$ cat src/rtl/ltc217x_pkg.sv
// ----------------------------------------------------------------------------
// ltc217x_pkg : shared types and constants for the LTC217x TX emulator  rev 1.0
// ----------------------------------------------------------------------------
`default_nettype none

package ltc217x_pkg;

  localparam int         WORD_W    = 16;
  localparam int         SLOTS     = 8;
  localparam logic [7:0] FRAME_PAT = 8'hF0;

  typedef enum logic [1:0] {
    MODE_DATA = 2'b00,
    MODE_FIX  = 2'b01,
    MODE_RAMP = 2'b10
  } mode_e;

  typedef enum logic [1:0] {
    IDLE  = 2'd0,
    RUN   = 2'd1,
    DRAIN = 2'd2
  } state_e;

  // Element 0 is channel 0; channels above 3 reuse index k mod 4.
  localparam logic [3:0][13:0] FIX_PAT = {14'h0000, 14'h1555, 14'h2AAA, 14'h3FFF};

endpackage

`default_nettype wire

$ cat src/rtl/ltc217x_lane_ser.sv
// ----------------------------------------------------------------------------
// ltc217x_lane_ser : per-channel 16-bit to A/B lane pair serialiser    rev 1.0
// ----------------------------------------------------------------------------
`default_nettype none

module ltc217x_lane_ser
  import ltc217x_pkg::*;
(
  input  logic              iClk,
  input  logic              iRstN,
  input  logic              iLoad,
  input  logic              iShift,
  input  logic [WORD_W-1:0] iWord,
  output logic              oA,
  output logic              oB
);

  logic [WORD_W-1:0] sh;

  // The top bit pair goes straight to the outputs on load so slot 0 appears on the next cycle.
  always_ff @(posedge iClk) begin
    if (!iRstN) begin
      sh <= '0;
      oA <= 1'b0;
      oB <= 1'b0;
    end else if (iLoad) begin
      oA <= iWord[WORD_W-1];
      oB <= iWord[WORD_W-2];
      sh <= {iWord[WORD_W-3:0], 2'b00};
    end else if (iShift) begin
      oA <= sh[WORD_W-1];
      oB <= sh[WORD_W-2];
      sh <= {sh[WORD_W-3:0], 2'b00};
    end else begin
      sh <= '0;
      oA <= 1'b0;
      oB <= 1'b0;
    end
  end

endmodule

`default_nettype wire

$ cat src/rtl/ltc217x_tx_emu.sv
// ----------------------------------------------------------------------------
// ltc217x_tx_emu : LTC217x 2-lane serial LVDS output emulator           rev 1.0
// ----------------------------------------------------------------------------
`default_nettype none

module ltc217x_tx_emu
  import ltc217x_pkg::*;
#(
  parameter int NCH    = 4,
  parameter int DW     = 14,
  parameter int UCNT_W = 16
) (
  input  logic                    iClk,
  input  logic                    iRstN,
  input  logic                    iEn,
  input  logic [1:0]              iMode,
  input  logic [NCH-1:0][DW-1:0]  iData,
  input  logic                    iValid,
  output logic                    oReady,
  output logic [2*NCH-1:0]        oLane,
  output logic                    oFrame,
  output logic                    oFrmStart,
  output logic                    oBusy,
  output logic [UCNT_W-1:0]       oUnderrunCnt
);

  state_e                 state;
  logic [2:0]             slot;
  logic [NCH-1:0][DW-1:0] hold;
  logic                   hold_v;
  logic [NCH-1:0][DW-1:0] last;
  logic [DW-1:0]          ramp;
  logic [UCNT_W-1:0]      underrun_cnt;

  logic                   load;
  logic                   shift;
  logic                   accept;
  logic                   last_slot;
  logic                   is_data;
  logic                   is_ramp;
  logic                   have_sample;
  logic [NCH-1:0][DW-1:0] sel_smp;

  assign oReady       = ~hold_v;
  assign accept       = iValid & ~hold_v;
  assign last_slot    = (slot == 3'(SLOTS - 1));
  assign is_data      = (iMode == MODE_DATA);
  assign is_ramp      = (iMode == MODE_RAMP);
  assign have_sample  = hold_v | iValid;
  assign oUnderrunCnt = underrun_cnt;

  // Neither load nor shift means IDLE or the end of a drained frame: lanes go quiet.
  always_comb begin
    load  = 1'b0;
    shift = 1'b0;
    unique case (state)
      IDLE:       load = iEn;
      RUN, DRAIN: begin
        load  = last_slot & iEn;
        shift = ~last_slot;
      end
      default: ;
    endcase
  end

  // A same-cycle accept with an empty hold register bypasses straight into the frame.
  always_comb begin
    sel_smp = '0;
    for (int k = 0; k < NCH; k++) begin
      if (is_data)
        sel_smp[k] = hold_v ? hold[k] : (iValid ? iData[k] : last[k]);
      else if (is_ramp)
        sel_smp[k] = ramp + DW'(k);
      else
        sel_smp[k] = DW'(FIX_PAT[k[1:0]]);
    end
  end

  always_ff @(posedge iClk) begin
    if (!iRstN) begin
      state        <= IDLE;
      slot         <= 3'd0;
      oBusy        <= 1'b0;
      oFrame       <= 1'b0;
      oFrmStart    <= 1'b0;
      hold_v       <= 1'b0;
      hold         <= '0;
      last         <= '0;
      ramp         <= '0;
      underrun_cnt <= '0;
    end else begin
      oFrmStart <= load;
      if (load) begin
        state  <= RUN;
        slot   <= 3'd0;
        oBusy  <= 1'b1;
        oFrame <= FRAME_PAT[7];
      end else if (shift) begin
        slot   <= slot + 3'd1;
        oFrame <= FRAME_PAT[3'd6 - slot];
        if (state == RUN && !iEn)
          state <= DRAIN;
      end else begin
        state  <= IDLE;
        slot   <= 3'd0;
        oBusy  <= 1'b0;
        oFrame <= 1'b0;
      end

      if (load)
        hold_v <= 1'b0;
      else if (accept) begin
        hold_v <= 1'b1;
        hold   <= iData;
      end

      if (load && is_data) begin
        last <= sel_smp;
        if (!have_sample && !(&underrun_cnt))
          underrun_cnt <= underrun_cnt + UCNT_W'(1);
      end

      if (load && is_ramp)
        ramp <= ramp + DW'(1);
    end
  end

  for (genvar k = 0; k < NCH; k++) begin : g_lane
    ltc217x_lane_ser u_ser (
      .iClk   (iClk),
      .iRstN  (iRstN),
      .iLoad  (load),
      .iShift (shift),
      .iWord  ({sel_smp[k], {(WORD_W - DW){1'b0}}}),
      .oA     (oLane[2*k]),
      .oB     (oLane[2*k+1])
    );
  end

endmodule

`default_nettype wire

$ cat config.mk
export PLATFORM = sky130hd
export DESIGN_NAME = ltc217x_tx_emu
export DESIGN_NICKNAME = d
export VERILOG_FILES = /design/src/rtl/ltc217x_pkg.sv /design/src/rtl/ltc217x_lane_ser.sv /design/src/rtl/ltc217x_tx_emu.sv
export SDC_FILE = /design/constraint.sdc
export NUM_CORES = 1
export LEC_CHECK = 0
export CAP_MARGIN = 25
export CELL_PAD_IN_SITES_DETAIL_PLACEMENT = 0
export CELL_PAD_IN_SITES_GLOBAL_PLACEMENT = 1
export CORE_ASPECT_RATIO = 1.2
export CORE_MARGIN = 1.5
export CORE_UTILIZATION = 30
export DETAILED_ROUTE_END_ITERATION = 10
export GPL_TIMING_DRIVEN = 0
export PLACE_DENSITY = 0.67
export SYNTH_ARGS = -nofsm -noshare
export SYNTH_HDL_FRONTEND = slang
export SYNTH_SLANG_ARGS = --single-unit
export TNS_END_PERCENT = 100
$ cat constraint.sdc
create_clock -name iClk -period 1.9 [get_ports iClk]
set_input_delay 0.19 -clock iClk [delete_from_list [all_inputs] [get_ports iClk]]
set_output_delay 0.19 -clock iClk [all_outputs]
set_load 0.01 [all_outputs]
# After elaboration in Yosys (flattened, before gate mapping)

Memory sizes are Yosys's and may differ from the RTL's.
Index checks and enable logic that the tools add are counted.

Register bits after elaboration: 223
Memory bits (read-only): 8
Memory bits (writable): 0
Memories kept: 1
Logic and storage cells: 124
Input bits: 62
Bits in latches: 0

Bitwise operators: 8
$mul: 0
Equal/unequal tests: 6
Reduce and logical (&&, ||, !) cells: 15
Shifts and indexed selects: 0
Div/mod/pow operators: 0
Multiplexer cells: 50
Magnitude comparators: 1
Add/subtract/negate cells: 6

Memories:

| memory           | depth | width | rd ports | clocked after Yosys merged registers in | write ports | RTL line              | text |
|---|---|---|---|---|---|---|---|
| (name not given) | 8     | 1     | 1        | 0                                       | 0           | ltc217x_tx_emu.sv:100 | `oFrame <= FRAME_PAT[3'd6 - slot];` |

Operators by type and width:

| kind                                                                          | number |
|---|---|
| 14-bit two-way mux                                                            | 16 |
| 16-bit two-way mux                                                            | 8 |
| 14-bit by 2-bit adder with 14-bit output (second input constant)              | 2 |
| 1-bit two-way mux                                                             | 25 |
| 16-bit by 1-bit adder with 16-bit output (second input constant)              | 1 |
| 16-bit AND reduction                                                          | 1 |
| 14-bit by 1-bit adder with 14-bit output (second input constant)              | 1 |
| 1-bit inverter                                                                | 5 |
| 2-bit equality test (second input constant)                                   | 2 |
| 1-bit logical AND                                                             | 4 |
| 2-bit logical NOT                                                             | 2 |
| 3-bit by 4-bit less-than comparator with 1-bit output (second input constant) | 1 |
| 2-bit AND reduction                                                           | 2 |
| 2-bit OR reduction                                                            | 2 |
| 3-bit by 1-bit adder with 3-bit output (second input constant)                | 1 |
| 3-bit equality test (second input constant)                                   | 1 |
| 1-bit logical NOT                                                             | 3 |
| 3-bit != test (second input constant)                                         | 1 |
| 3-bit OR reduction                                                            | 1 |
| 3-bit subtractor (first input constant)                                       | 1 |
| 1-bit bitwise AND                                                             | 2 |
| 2-bit by 1-bit equality test with 1-bit output (second input constant)        | 1 |
| 2-bit != test (second input constant)                                         | 1 |
| 1-bit case mux with 2 select lines                                            | 1 |
| 1-bit bitwise OR                                                              | 1 |

# Logic depth before layout (Yosys ltp)

Gate-level depths: netlist (run 1).

Depth in word-level cells: 5
Gate-level depth with buffers: 10

# Modules after synthesis

A second synthesis (run 1) with hierarchy kept.

Cell total of the unflattened synthesis: 1307
Area total of the unflattened synthesis: 10354.9 um2

Modules (own cells, without submodules):

| module           | sequential area each (um2) | cells an instance | area each (um2) | times used |
|---|---|---|---|---|
| ltc217x_tx_emu   | 3022.9                     | 1071              | 8072.7          | 1 |
| ltc217x_lane_ser | 320.3                      | 59                | 570.5           | 4 |

# Worst setup path before layout (run 1)

Ideal clock, no wire load.

Kind: flip-flop to flip-flop
From: reg state[0]
To: reg underrun_cnt[15] (netlist: oUnderrunCnt[15])
Path slack: -0.048 ns
Cell stages (with the launch flop): 9
Library setup time: 0.070 ns
Buffers on the path: 1
Data required time: 1.830 ns
Arrival: 1.877 ns
Cell sequence: dfxtp_1 inv_1 ha_1 a21o_1 buf_2 nand4_1 or2_0 or3_1 a21oi_1

Word-level cells in the longest chain between the ends: 5
Elaborated cells between the ends (all ways): 7
Those cells by class: eq/ne: 2; mux: 1; reduce/logical: 4

RTL lines:

| element                                                                               | RTL line              | text |
|---|---|---|
| start, declared                                                                       | ltc217x_tx_emu.sv:27  | `state_e state;` |
| start signal, assigned                                                                | ltc217x_tx_emu.sv:81  | `state <= IDLE;` |
| start signal, assigned                                                                | ltc217x_tx_emu.sv:94  | `state <= RUN;` |
| start signal, assigned                                                                | ltc217x_tx_emu.sv:102 | `state <= DRAIN;` |
| 2-bit by 1-bit equality test with 1-bit output or 2-bit equality test (tied branches) | ltc217x_tx_emu.sv:56  | `unique case (state)` |
| 2-bit OR reduction                                                                    | ltc217x_tx_emu.sv:56  |  |
| 1-bit case mux with 2 select lines (*)                                                | ltc217x_tx_emu.sv:56  |  |
| 1-bit logical AND (*)                                                                 | ltc217x_tx_emu.sv:117 | `if (load && is_data) begin` |
| 2-bit AND reduction (no line) (*)                                                     | -                     |  |
| end signal, assigned                                                                  | ltc217x_tx_emu.sv:120 | `underrun_cnt <= underrun_cnt + UCNT_W'(1);` |
| end, declared                                                                         | ltc217x_tx_emu.sv:33  | `logic [UCNT_W-1:0] underrun_cnt;` |

Every way passes the cells marked *; elsewhere a longest branch is shown, timed or not.
A chain may end at the register's enable or synchronous reset.

# Final worst setup path (run 1)

Same ends and word-level chain as after synthesis.

==> metrics.md, run 1 <==
| Metric | Value |
|---|---|
| Synth Warn # | 0 |
| H-tree depth | 1 |
| TritonCTS clock tree | yes |
| Max incr delay on CP | 0.33 ns |
| Vias in the first global route | 8,928 |
| Data arrival, critical path | 2.47 ns |
| Max_cap viols | 0 |
| Clk_lat worst skew | 0.53 ns |
| Slowest CP cell | dfxtp_2 |
| Number of remaining DRC errors | 0 |
| GR Overflow Total | 0 |
| Final min period | 2.019 ns |
| Worst slew pin tran | 0.7781 ns |
| Crit path cell chain | ha_1 > nor2b_1 > buf_4 > nand4_1 > buf_6 > or2_4 > or3_1 > a21oi_1 |
| Nets | 1,404 |
| Required @ worst endpoint | 2.35 ns |
| Unique masters post-synth | 51 |
| Max-slew violations | 0 |
| Yosys reg bits | 207 |
| RSZ-0062 raised after global routing | true |
| Post-Syn Nets | 1,269 |
| Clock Path Buffers | 3 |
| Tot GR Track Use | 21.18% |
| Final hold slack | 0.1899 ns |
| Clock tree sinks | 207 |
| Post-layout util | 40.45% |
| Layout fillers | 3,207 |
| Fin. Hold Viols | 0 |
| I/O pin cnt | 90 |
| Failing checks | setup timing |
| Port Buf Inserts | 85 |
| Hpwl dp | 25,660 um |
| # setup viols final | 13 |
| Core Footprint | 0.03154 sq mm |
| Drt pass-1 iters | 5 |
| Vias per inst | 5.198 |
| Top_reg_cell synth | dfxtp_1 |
| Crit path capture type | flip-flop |
| Synth Instances | 1,196 |
| DRT Wirelength | 35,840 um |
| Static Leak | 0.004870 uW |
| First-pass GRT wire length | 53,550 um |
| Max IR drop VDD | 0.4845 mV |
| Relative slew margins | 48.02% |
| CTS Buf Count | 24 |
| Setup total negative slack | -0.5262 ns |
| Min-delay worst type | in2reg |
| Power density over the cells | 816.2 mW/mm^2 |
| Worst setup margin | -0.1187 ns |
| Clk pin slew, worst setup/hold paths | 0.06 ns |
| Largest net degree at the start of global routing | 13 |
| Rows | 71 |
| Final worst-path cycle share | 106.2% |
| Initial Util | 30.73% |
| Die area | 0.03339 sq mm |
| Initial antenna violation count | 0 |
| Setup Crit Path Kind | reg2reg |
| Via count | 9,086 |
| Syn-to-layout area delta | 31.65% |
| Root Buffer Master | clkbuf_16 |
| Placer congestion estimate | 0.8652 |
| CP Launch Type | flip-flop |
| Antenna cells | 0 |
| Die height | 199.9 um |
| Avg Cell Area, Syn | 8.102 sq um |
| Sequential element share of the synthesized area | 42.76% |
| Layout cell share with drive strength beyond 1 | 17.82% |
| Number of flops mapped to enable cells by yosys | 0 |
| Max Freq | 0.4954 GHz |
| Critical Path Fanout Max | 8 |
| Routed len/inst | 20.50 um |
| Status | complete, but fails checks |
| Synthesized area | 0.009691 sq mm |
| Async SR Flop Fraction | 0% |
| Antenna viol nets, final | 0 |
| Die X | 167.1 um |
| Initial DRC count | 652 |
| Clock skew | 0.01187 ns |
## flip-flops by register name, summed over array words and instances (netlist names)
name             flops
g_lane.u_ser.oA      4
g_lane.u_ser.oB      4
g_lane.u_ser.sh     48
hold                56
hold_v               1
last                56
oBusy                1
oFrame               1
oFrmStart            1
oUnderrunCnt        16
ramp                14
slot                 3
state                2
## report_power, final
group	switching, uW	internal (uW)
Sequential	75.2	4510
Combinational	809	531
Clock	1890	2600
Total	2780	7630
## worst max-delay path: cells and delay by family, from the launching register on
family,cells,cell delay (ns)
and+or+nand+nor,4,0.82
AOI/OAI and AO/OA,1,0.14
DFF,1,0.33
buffers and inverters,2,0.43
adders and majority gates,1,0.20
## placed cells by master (no fill, tap or decap), types with 15 or more instances in the layout
cell type        netlist  routed
nand2_1              204     203
dfxtp_1              207     195
nor2_1               135     131
a21oi_1              126     122
clkdlybuf4s50_1        0      84
o21ai_0               74      58
mux2i_1               57      56
buf_4                  8      44
xnor2_1               38      38
clkbuf_1              59      35
o21a_1                25      25
clkbuf_16              0      25
mux2_2                24      24
a22o_1                23      23
xor2_1                18      18
buf_6                  0      16
buf_2                 23      15
## cell usage after synthesis, drive strengths merged (7+ instances only)
cell / n / area (sq um)
dfxtp: 207 / 4144
inv: 11 / 41.29
xor2: 18 / 157.7
ha: 11 / 137.6
a211oi: 8 / 60.06
mux2i: 57 / 570.6
clkbuf: 60 / 226.5
buf: 45 / 227.7
a21o: 7 / 52.55
nand3: 17 / 95.09
nor2: 136 / 513.0
xnor2: 38 / 332.8
a22o: 23 / 201.4
nand4: 9 / 56.30
a21oi: 126 / 630.6
o21ai: 74 / 370.4
nor4: 18 / 127.6
nor3: 24 / 120.1
mux2: 24 / 270.3
nand2: 204 / 765.7
o21a: 25 / 187.7
## worst paths after layout
path                            depth (start not counted)                               from                       endpoint  slack, ns
worst min-delay path                                    4                             iValid          last[42]$_SDFFE_PN0P_       0.19
worst max-delay path                                    8              state[0]$_SDFFE_PN0P_  oUnderrunCnt[15]$_SDFFE_PN0P_      -0.12
worst max register to register                          8              state[0]$_SDFFE_PN0P_  oUnderrunCnt[15]$_SDFFE_PN0P_      -0.12
worst min register to register                          2  g_lane[1].u_ser.sh[15]$_SDFF_PN0_  g_lane[1].u_ser.oA$_SDFF_PN0_       0.42
## layer usage
metal	part of all wire [%]	global-route usage, %	up-vias	wire length (um)
met5	0	0	-	0
met1	44	26.32	4384	15590
met4	3.1	8.620	0	1112
met3	5.0	2.622	57	1806
met2	48	37.28	282	17330
li1	-	-	4363	-
## layout make-up
cell class                      instances  area [sq um]  area share [%]
Inverter                               11         46.29          0.3629
Clock buffer                           37         720.7           5.649
Multi-Input combinational cell        873          5508           43.17
Timing Repair Buffer                  113          1071           8.395
Buffer                                101         721.9           5.659
Clock inverter                          5         28.78          0.2256
Tap cell                              401         501.7           3.933
Sequential cell                       207          4159           32.60
## cells by family after synthesis
kind of cell | share of synthesized area (%)
buf+inv | 5.113
mux | 8.677
fa+ha+maj | 1.420
flops | 42.76
simple gates | 19.01
xor+xnor | 5.061
compound gates | 17.96
## per-stage QoR
step / cell area, sq um / std cells / setup WS [ns] / total power, uW
2_1_floorplan: 9698 / 1196 / -0.01199 / 5316
3_3_place_gp: 11050 / 1682 / -0.7695 / 5853
3_5_place_dp: 11050 / 1682 / -0.7402 / 5859
4_1_cts: 12410 / 1736 / -0.09656 / 10450
5_1_grt: 12760 / 1748 / -0.1720 / 10770
6_report: 12760 / 1748 / -0.1187 / 10410
## timing repair
item                                    CTS  global route
setup buffers                            15            12
endpoints found under the setup margin  203           157
cloned                                    1             0
gates resized for setup                 153            94
pin swaps                                13            22
hold buffers                              0             0
Note: power is estimated with default switching activity, not from simulation.
==> inputs of run 2 (changes only) <==
SYNTH_HIERARCHICAL = 1   (was unset)
==> run 2 against run 1 <==
- the run still ends with setup timing left
- flip-flop and latch count increased by 8
- core utilization is 1.5 points higher
- combinational power is 31% higher
- via count increased by 10%
- clock-buffer cell count increased by 3
- largest power group unchanged
- cell count is 12% higher
- sequential share of layout area down 2.1 points
- routed wire length up 11%
- synthesized cell count increased by 9.3%
- clock skew up 0.014 ns
- die area is 6.7% higher
- critical endpoint is now g_lane[1].u_ser/sh[6]$_SDFF_PN0_
- non-clock buffer count grew 21
==> metrics.md, run 2 <==
| Metric | Value |
|---|---|
| Status | complete, but fails checks |
| Failing checks | setup timing |
| RSZ-0062 raised after global routing | true |
| Clk pin slew, worst setup/hold paths | 0.07 ns (about the same) |
| Clock Power Share | 42.2% (-0.9 points) |
| Tot GR Track Use | 20.96% (-0.21 points) |
| Die height | 206.5 um (+3.3%) |
| Max_cap viols | 0 (unchanged) |
| Number of flops mapped to enable cells by yosys | 0 (unchanged) |
| Initial Util | 30.47% (-0.25 points) |
| Routed len/inst | 20.31 um (-0.94%) |
| GR Overflow Total | 0 (unchanged) |
| Max-slew violations | 0 (unchanged) |
| Switching power total | 3076 uW (+11%) |
| Die area | 0.03565 sq mm (+6.7%) |
| Antenna viol nets, final | 0 (unchanged) |
| Avg Cell Area, Syn | 7.923 sq um (-2.2%) |
| Final Instance Area | 0.01424 sq mm (+12%) |
| Reg2reg setup slack | -0.12 ns (about the same) |
| Layout cell share with drive strength beyond 1 | 22.36% (+4.5 points) |
| H-tree depth | 1 (unchanged) |
| Fin. Hold Viols | 0 (unchanged) |
| Synth Warn # | 6 (+6) |
| Data arrival, critical path | 2.44 ns (-0.03 ns) |
| Crit path capture type | flip-flop |
| Vias in the first global route | 9,449 (+5.8%) |
| Initial antenna violation count | 0 (unchanged) |
| Syn-to-layout area delta | 37.53% |
| Final worst-path cycle share | 106.1% (-0.19 points) |
| Die X | 172.6 um (+3.3%) |
| Worst slew pin tran | 0.9237 ns (+0.1456 ns) |
| Largest net degree at the start of global routing | 21 (+8) |
| Area share of the largest cell type after synthesis | 41.57% (-1.2 points) |
| Most frequent cell after synthesis | nand2_1 |
| Core Footprint | 0.03398 sq mm (+7.7%) |
| Drt pass-1 iters | 5 (unchanged) |
| Antenna cells | 0 (unchanged) |
| Clk_lat worst skew | 0.55 ns (+0.02 ns) |
| Post-synth top area cell | dfxtp_1 |
| Final hold slack | 0.2180 ns (+0.02810 ns) |
| Commonest non-fill, non-tap cell in the layout | nand2_1 |
| Regs by FF count | g_lane.u_ser/sh: 56 flops, hold: 56 flops, last: 56 flops |
| Unique masters post-synth | 57 (+12%) |
| Worst setup margin | -0.1151 ns (+0.003569 ns) |
| Power density over the cells | 788.8 mW/mm^2 (-3.4%) |
| Clock Path Buffers | 3 (unchanged) |
| Synth Instances | 1,307 (+9.3%) |
| Number of remaining DRC errors | 0 (unchanged) |
| TritonCTS clock tree | yes |
| Sequential element share of the synthesized area | 41.57% (-1.2 points) |
| Initial DRC count | 723 (+11%) |
| Critical Path Fanout Max | 10 (+2) |
| Top_reg_cell synth | dfxtp_1 |
| Hpwl dp | 27,410 um (+6.8%) |
| Synth top area cells | dfxtp_1 (42%), nand2_1 (9.3%), mux2i_1 (7.0%) |
| CP Launch Type | flip-flop |
| Final min period | 2.015 ns (-0.003569 ns) |
| Sw frac | 27.38% (+0.70 points) |
| Clock tree sinks | 215 (+3.9%) |
| CTS Buf Count | 25 (+4.2%) |
| Commonest non-fill, non-tap cells in the layout | nand2_1 (253), dfxtp_1 (195), nor2_1 (112) |
| Rows | 74 (+4.2%) |
| DRT Wirelength | 39,600 um (+11%) |
| Root Buffer Master | clkbuf_16 |
| Sequential Power Share | 42.2% (-1.8 points) |
| Max IR drop VDD | 0.5608 mV (+16%) |
| Max Freq | 0.4962 GHz (+0.18%) |
| Int Pwr | 8158 uW (+6.9%) |
| # setup viols final | 80 (+67) |
| Placer congestion estimate | 0.9016 (+4.2%) |
| Required @ worst endpoint | 2.32 ns (-0.03 ns) |
| Async SR Flop Fraction | 0% (unchanged) |
| Clock skew | 0.02635 ns (+0.01448 ns) |
| Synthesized area | 0.01035 sq mm (+6.9%) |
| Hold Buf Count CTS | 0 (unchanged) |
| Yosys reg bits | 215 (+3.9%) |
| Via count | 10,040 (+10%) |
| I/O pin cnt | 90 (unchanged) |
| Static Leak | 0.005255 uW (+7.9%) |
| DP Area | 0.01194 sq mm (+8.1%) |
| First-pass GRT wire length | 57,550 um (+7.5%) |
| Min-delay worst type | in2reg |
| Most frequent cells after synthesis | nand2_1 (256), dfxtp_1 (215), a21oi_1 (124) |
| Relative slew margins | 38.42% (-9.6 points) |
| Vias per inst | 5.149 (-0.95%) |
| Nets | 1,551 (+10%) |
| Port Buf Inserts | 87 (+2.4%) |
| Combinational power share | 15.6% (+2.7 points) |
| Setup Crit Path Kind | reg2reg |
==> run 2: layout make-up <==
cell class | count | area [sq um]
Sequential cell | 215 | 4349
Multi-Input combinational cell | 990 | 6280
Timing Repair inverter | 1 | 7.507
Clock buffer | 40 | 732.0
Clock inverter | 3 | 55.05
Inverter | 10 | 48.80
Buffer | 96 | 750.7
Timing Repair Buffer | 139 | 1448
Fill cell | 3468 | 19740
Tap cell | 456 | 570.5
==> run 2: worst max-delay path: stages (launching register included) <==
cell	delay [ns]
dfxtp_4	0.36
ha_4	0.16
ha_4	0.16
a21o_4	0.23
nand2b_4	0.08
clkbuf_16	0.16
clkinvlp_4	0.13
buf_12	0.16
clkbuf_16	0.16
buf_8	0.14
nand3_1	0.07
o21ai_1	0.07
==> run 2: metal layers <==
metal | global-route usage, % | wire length, um | vias to the layer above
li1 | - | - | 4830
met2 | 36.29 | 18770 | 260
met4 | 8.208 | 1298 | 0
met5 | 0 | 0 | -
met3 | 2.208 | 1895 | 72
met1 | 26.84 | 17640 | 4878
==> run 2: path summary, 6_finish.rpt <==
kind,cells past startpoint,from,to
worst max-delay path,11,slot[0]$_SDFF_PP0_,g_lane[1].u_ser/sh[6]$_SDFF_PN0_
worst min-delay path,3,iValid,hold_v$_SDFFE_PP0P_
worst max register to register,11,slot[0]$_SDFF_PP0_,g_lane[1].u_ser/sh[6]$_SDFF_PN0_
worst min register to register,2,g_lane[0].u_ser/sh[5]$_SDFF_PN0_,g_lane[0].u_ser/sh[7]$_SDFF_PN0_
==> run 2: kinds of logic (layout without fill, tap and decap cells) <==
kind of cell	after synthesis	after routing	share of synthesized area, %
AOI/OAI and AO/OA	309	309	17.61
adders and majority gates	11	11	1.329
xor gates and xnor gates	48	48	4.060
buffers and inverters	113	289	4.700
DFF	215	215	41.57
muxes	80	80	7.830
and+or+nand+nor	530	534	22.87
other	1	8	0.03621
==> run 2: through the flow <==
step	utilization (%)	total power (uW)	TNS, ns	std cells	setup WS (ns)
global route	41.91	11600	-10.28	1950	-0.1673
detailed placement	35.15	6206	-136.44	1858	-1.044
CTS	39.56	11110	-0.6078	1921	-0.1151
global placement	35.10	6189	-148.50	1857	-1.049
floorplan	-	5598	-4.059	1314	-0.09207
finish	41.91	11230	-4.862	1950	-0.1151
==> run 2: repair_timing <==
item	4_1_cts	5_1_grt
cloned	5	9
gates resized for setup	168	127
pin swaps	10	34
endpoints found under the setup margin	202	177
setup buffers	22	20
==> run 2: power groups by stage <==
stage	combinational [uW]	sequential, uW	clock (uW)
after floorplan	766	4830	0
after global placement	1350	4840	0
after detailed placement	1360	4850	0
after CTS	1540	4740	4830
after global routing	1860	4760	4980
final	1750	4740	4740
